`config.mk`:
```
export PLATFORM = sky130hd
export DESIGN_NAME = bit_shift_seq
export DESIGN_NICKNAME = d
export VERILOG_FILES = /design/src/rtl/bit_shift_seq.sv
export SDC_FILE = /design/constraint.sdc
export NUM_CORES = 1
export LEC_CHECK = 0
export CAP_MARGIN = 20
export CORE_MARGIN = 2
export CORE_UTILIZATION = 33
export DETAILED_ROUTE_END_ITERATION = 16
export PLACE_DENSITY = 0.59
export SLEW_MARGIN = 20
export SYNTH_ARGS = -nofsm -noshare
export SYNTH_HDL_FRONTEND = slang
export SYNTH_SLANG_ARGS = --single-unit
```
`constraint.sdc`:
```
create_clock -name clk -period 2.9 [get_ports clk]
set_clock_uncertainty 0.05 [all_clocks]
set_input_delay 0.29 -clock clk [delete_from_list [all_inputs] [get_ports clk]]
set_output_delay 0.29 -clock clk [all_outputs]
set_load 0.005 [all_outputs]
```
`src/rtl/bit_shift_seq.sv`:
```
// Sequential shift/rotate unit: one registered 1-bit shift step per clock,
// with valid/ready handshakes on both the request and the result side.
module bit_shift_seq #(
  parameter int unsigned DATA_WIDTH  = 8,
  parameter int unsigned SHIFT_WIDTH = 3
) (
  input  logic                   clk,
  input  logic                   rst_n,
  input  logic                   in_valid,
  output logic                   in_ready,
  input  logic [DATA_WIDTH-1:0]  in_data,
  input  logic [SHIFT_WIDTH-1:0] in_amount,
  input  logic                   in_dir,
  input  logic                   in_wrap,
  output logic                   out_valid,
  input  logic                   out_ready,
  output logic [DATA_WIDTH-1:0]  out_data,
  output logic                   busy
);

  typedef enum logic [1:0] {
    StIdle,
    StShift,
    StDone
  } state_e;

  state_e                 state_q, state_d;
  logic [DATA_WIDTH-1:0]  data_q, data_d;
  logic [SHIFT_WIDTH-1:0] cnt_q, cnt_d;
  logic                   dir_q, dir_d;
  logic                   wrap_q, wrap_d;

  logic [DATA_WIDTH-1:0]  step_right;
  logic [DATA_WIDTH-1:0]  step_left;
  logic                   fill_msb;
  logic                   fill_lsb;

  // The vacated bit is zero for a logical shift, or the bit falling off the
  // opposite end for a rotate.
  always_comb begin
    fill_msb   = wrap_q & data_q[0];
    fill_lsb   = wrap_q & data_q[DATA_WIDTH-1];
    step_right = {fill_msb, data_q[DATA_WIDTH-1:1]};
    step_left  = {data_q[DATA_WIDTH-2:0], fill_lsb};
  end

  always_comb begin
    state_d = state_q;
    data_d  = data_q;
    cnt_d   = cnt_q;
    dir_d   = dir_q;
    wrap_d  = wrap_q;

    unique case (state_q)
      StIdle: begin
        if (in_valid) begin
          data_d = in_data;
          cnt_d  = in_amount;
          dir_d  = in_dir;
          wrap_d = in_wrap;
          if (in_amount == '0) begin
            state_d = StDone;
          end else begin
            state_d = StShift;
          end
        end
      end

      StShift: begin
        data_d = dir_q ? step_right : step_left;
        cnt_d  = cnt_q - SHIFT_WIDTH'(1);
        if (cnt_q == SHIFT_WIDTH'(1)) begin
          state_d = StDone;
        end
      end

      StDone: begin
        if (out_ready) begin
          state_d = StIdle;
        end
      end

      default: begin
        state_d = StIdle;
      end
    endcase
  end

  always_ff @(posedge clk or negedge rst_n) begin
    if (!rst_n) begin
      state_q <= StIdle;
      data_q  <= '0;
      cnt_q   <= '0;
      dir_q   <= 1'b0;
      wrap_q  <= 1'b0;
    end else begin
      state_q <= state_d;
      data_q  <= data_d;
      cnt_q   <= cnt_d;
      dir_q   <= dir_d;
      wrap_q  <= wrap_d;
    end
  end

  // The data register only changes in IDLE/SHIFT, so out_data is stable while
  // a result is held under back-pressure.
  assign in_ready  = (state_q == StIdle);
  assign out_valid = (state_q == StDone);
  assign busy      = (state_q == StShift) || (state_q == StDone);
  assign out_data  = data_q;

endmodule

```
# After elaboration in Yosys (flattened, before gate mapping)
# Index checks and enable logic that the tools add are counted.
# Widths: inputs -> output; s select.
# totals
regBits,15
inputBits,17
output_inout_bits,11
wordCells,31
# op_classes
mux,10
reduce_logical,7
eq_ne,6
addsub,1
bitwise_logic,2
# op_table
cell,count
$mux 8,2
$pmux 8 s2,1
$mux 2,4
$pmux 2 s3,1
$pmux 3 s2,1
$ne 2x2->1 const B,2
$reduce_and 2->1,2
$eq 3x1->1 const B,1
$logic_not 3->1,1
$mux 3,1
$reduce_and 3->1,1
$sub 3x1->3 const B,1
$and 1x1->1,2
$eq 2x1->1 const B,1
$eq 2x2->1 const B,1
$logic_not 2->1,1
$ne 2x1->1 const B,1
$reduce_bool 2->1,1
$logic_or 1x1->1,1

# Longest topological paths before layout
# depth
depth_word,4
ltp_mapped,7
depth_no_buf,5

# Least setup slack after synthesis
# Ideal clock, no wire load.
# synth_path
path_kind,flip-flop to flip-flop
startpoint,register state_q[0]
endpoint,register data_q[0] (netlist: out_data[0])
n_path_buf,1
synth_period_minus_slack_ns,1.626
t_required_ns,2.729
setup_ns,0.121
stages_incl_launch_ff,7
t_arrival_ns,1.455
setup_slack_ns,1.274
cell_sequence,dfrtp_1 -> inv_1 -> ha_1 -> mux2i_2 -> buf_6 -> nor2_1 -> a22o_1
# synth_via
elab_chain_cells,3
elab_cells_between_ends,6
classes_between,eq/ne: 2; mux: 1; reduce/logical: 3
# synth_lines
item,line,text
"start, declared",27,"state_e state_q, state_d;"
"start signal, assigned",91,state_q <= StIdle;
"start signal, assigned",97,state_q <= state_d;
$logic_not 2->1 (*),--,
via in_ready,10,"output logic in_ready,"
$ne 2x2->1 (no source line) or $reduce_bool 2->1 (tied branches),--,
$reduce_and 2->1 (no source line),--,
"end signal, assigned",98,data_q <= data_d;
"end, declared",28,"logic [DATA_WIDTH-1:0] data_q, data_d;"
# The timed path passes the listed nets; every way through them passes the cells marked *.
# A chain may end at the register's enable or synchronous reset.

# Worst setup path in the final report
# layout_path
startpoint,register state_q[0]
endpoint,register data_q[0] (netlist: out_data[0])
# layout_via
elab_chain_cells,3
elab_cells_between_ends,6
classes_between,eq/ne: 2; mux: 1; reduce/logical: 3
# layout_lines
item,line,text
$eq 2x1->1 or $logic_not 2->1 (tied branches),54,unique case (state_q)
$reduce_bool 2->1 (no source line) or $ne 2x2->1 (tied branches),--,
$reduce_and 2->1 (no source line),--,
# Several ways; a longest one is shown, not always the timed one.

==> impl_metrics.ini <==
[logic_synthesis]
yosysSeqAreaShare_pct = 40.82
synthArstFlopShare_pct = 100.0
synth_seq_cells = 15
synthCells = 93
synth_nets = 115
synth_top_area_share_pct = 40.82
ys_top_cells_by_area = dfrtp_1, mux2i_1, ha_1
synth_top_area_cell = dfrtp_1
postSynthAreaPerCell_um2 = 9.889
netlist_area_um2 = 919.6
synth_cell_type_count = 28
synthFlopType = dfrtp_1
yosys_warnings = 0
synth-edff-count = 0

[drt]
antenna_left = 0
drt_iter0_drc = 32
wire_per_inst_um = 12.76
drc = 0
via_per_inst = 5.040
vias = 761
firstDrtPassIters = 4
wl_um = 1927

[sta]
hold-worst-slack_ns = 0.3693
setup_viol_count_final = 0
slew_headroom_pct = 54.34
fin_crit_ns = 2.139
fmax_mhz = 467.6
finalCritPeriodShare_pct = 73.75
finalHoldViolations = 0
maxSlewViolCount = 0
rsz0062_at_grt = no
worst_slew_pin_slew_ns = 0.6716
fin_setup_tns_ns = 0

[floorplan]
die_area_mm2 = 0.003225
die_w_um = 56.79
fp-row-count = 19
initial_core_util_pct = 33.93
core_area_mm2 = 0.002710
top_level_ports = 28
die_y_um = 56.79

[cts]
cts.path.max_buffers = 2
post_cts_resize_count = 0
cts_tree = built
cts_max_level = 1
post_cts_buffers = 0
cts_made_buffers = 3
hold_buffers = 0
cts.sinks = 15
clk_pin_slew_worst_paths_ns = 0.09
cts-root-buf = clkbuf_4
clk_latency_ns = 0.27

[power_and_ir_drop]
p_sw_uw = 513.5
p_int_uw = 799.8
leakage_nw = 0.5758
peakVddDrop_mv = 0.5516
combPwrFrac_pct = 57.5
power.density_mw_per_mm2 = 1067
seq_power_share_pct = 33.6
switching_share_pct = 39.10
clockPowerShare_pct = 8.9

[global_routing]
track_usage_pct = 13.00
antenna_found_initial = 0
grt_remaining_overflow = 0
grt_max_degree = 25
first_global_vias = 733
grt_first_pass_wirelength_um = 3243

[hold_path]
min_path_type = in -> async

[job]
max_cap_violations = 0

[worst_setup_path]
critPathKind = reg -> reg
end_kind = flip-flop
regToRegStartpoint = state_q[0]
startpoint_type = flip-flop
cp_max_fo = 14
critPathLaunch = state_q[0]
required_ns = 3.02
arrival_ns = 2.26

[cells_and_area]
final_common_cell = clkdlybuf4s50_1
final_layout_size_suffix_gt1_share_pct = 7.500
final_cell_area_mm2 = 0.001231
fin_nets = 143
area_growth_pct = 33.88
diodes = 0
mostFrequentLayoutCells = clkdlybuf4s50_1, dfrtp_1, nor2_1

[placed_design]
io_buffer_count = 27
routabilityCongestion = 0.7737
placed_cell_area_mm2 = 0.001205
post-dp-hpwl_um = 1446

[outcome]
status = finished clean
[sequential cells by signal, summed over array words and instances, names as in the netlist]
signal,cells
wrap_q,1
cnt_q,3
state_q,2
dir_q,1
out_data,8
[metal layers]
layer	GRT usage (%)	share of wire (%)
met1	16.86	48
met5	0	0
met3	2.535	4.6
met4	7.309	3.1
met2	20.10	45
[cells in the mapped netlist (2+ instances only)]
library cell,n
a211oi_1,6
a21o_1,7
buf_2,4
dfrtp_1,15
ha_1,5
inv_1,8
mux2_2,2
mux2i_1,8
nand2_1,7
nand2b_1,2
nor2_1,10
nor3_1,2
o21ai_0,2
[worst max-delay path, cell delays in order, from the launching register on]
cell and delay, ns:
dfrtp_1 0.39, inv_1 0.10, ha_1 0.30, mux2i_2 0.64
buf_4 0.29, nor2_1 0.07, a22o_1 0.19
[final timing paths]
path	to	slack (ns)	depth (start not counted)
setup / recovery	out_data[0]	0.76	6
hold / removal	cnt_q[0]	0.37	1
setup reg to reg	out_data[0]	0.76	6
hold reg to reg	cnt_q[1]	0.46	2
max in group asynchronous	out_data[3]	2.01	1
min in group clk	cnt_q[1]	0.46	2
[logic make-up (layout without fill, tap and decap cells)]
logic type | after synthesis | in the layout | synth area share [%]
AO/OA/AOI/OAI | 24 | 24 | 20.82
AND/OR/NAND/NOR | 24 | 24 | 11.43
multiplexers | 11 | 11 | 12.65
buffers and inverters | 14 | 41 | 7.483
adder cells (fa/ha/maj) | 5 | 5 | 6.803
flip-flops | 15 | 15 | 40.82
[cell type report]
type / count / area, um2
fill: 282 / 1479
clock buffer: 4 / 26.28
tap: 31 / 38.79
multi-input combinational: 64 / 475.5
inverter: 8 / 30.03
sequential: 15 / 375.4
timing repair buffer: 29 / 285.3
[power groups by stage]
stage	Clock, mW	Sequential, mW	Combinational [mW]
after global routing	0.134	0.458	0.841
after global placement	0	0.443	0.750
after floorplan	0	0.400	0.533
final	0.117	0.441	0.755
after CTS	0.123	0.440	0.769
after detailed placement	0	0.444	0.763
[through the flow]
stage / util, % / setup WS, ns / power (mW) / cells
6_report: 45.43 / 0.7614 / 1.313 / 151
5_1_grt: 45.43 / 0.5917 / 1.433 / 151
4_1_cts: 45.43 / 0.7518 / 1.332 / 151
3_5_place_dp: 44.46 / 0.7758 / 1.207 / 147
3_3_place_gp: 44.46 / 0.8589 / 1.193 / 147
2_1_floorplan: - / 1.274 / 0.9334 / 93
Note: power is estimated with default switching activity, not from simulation.
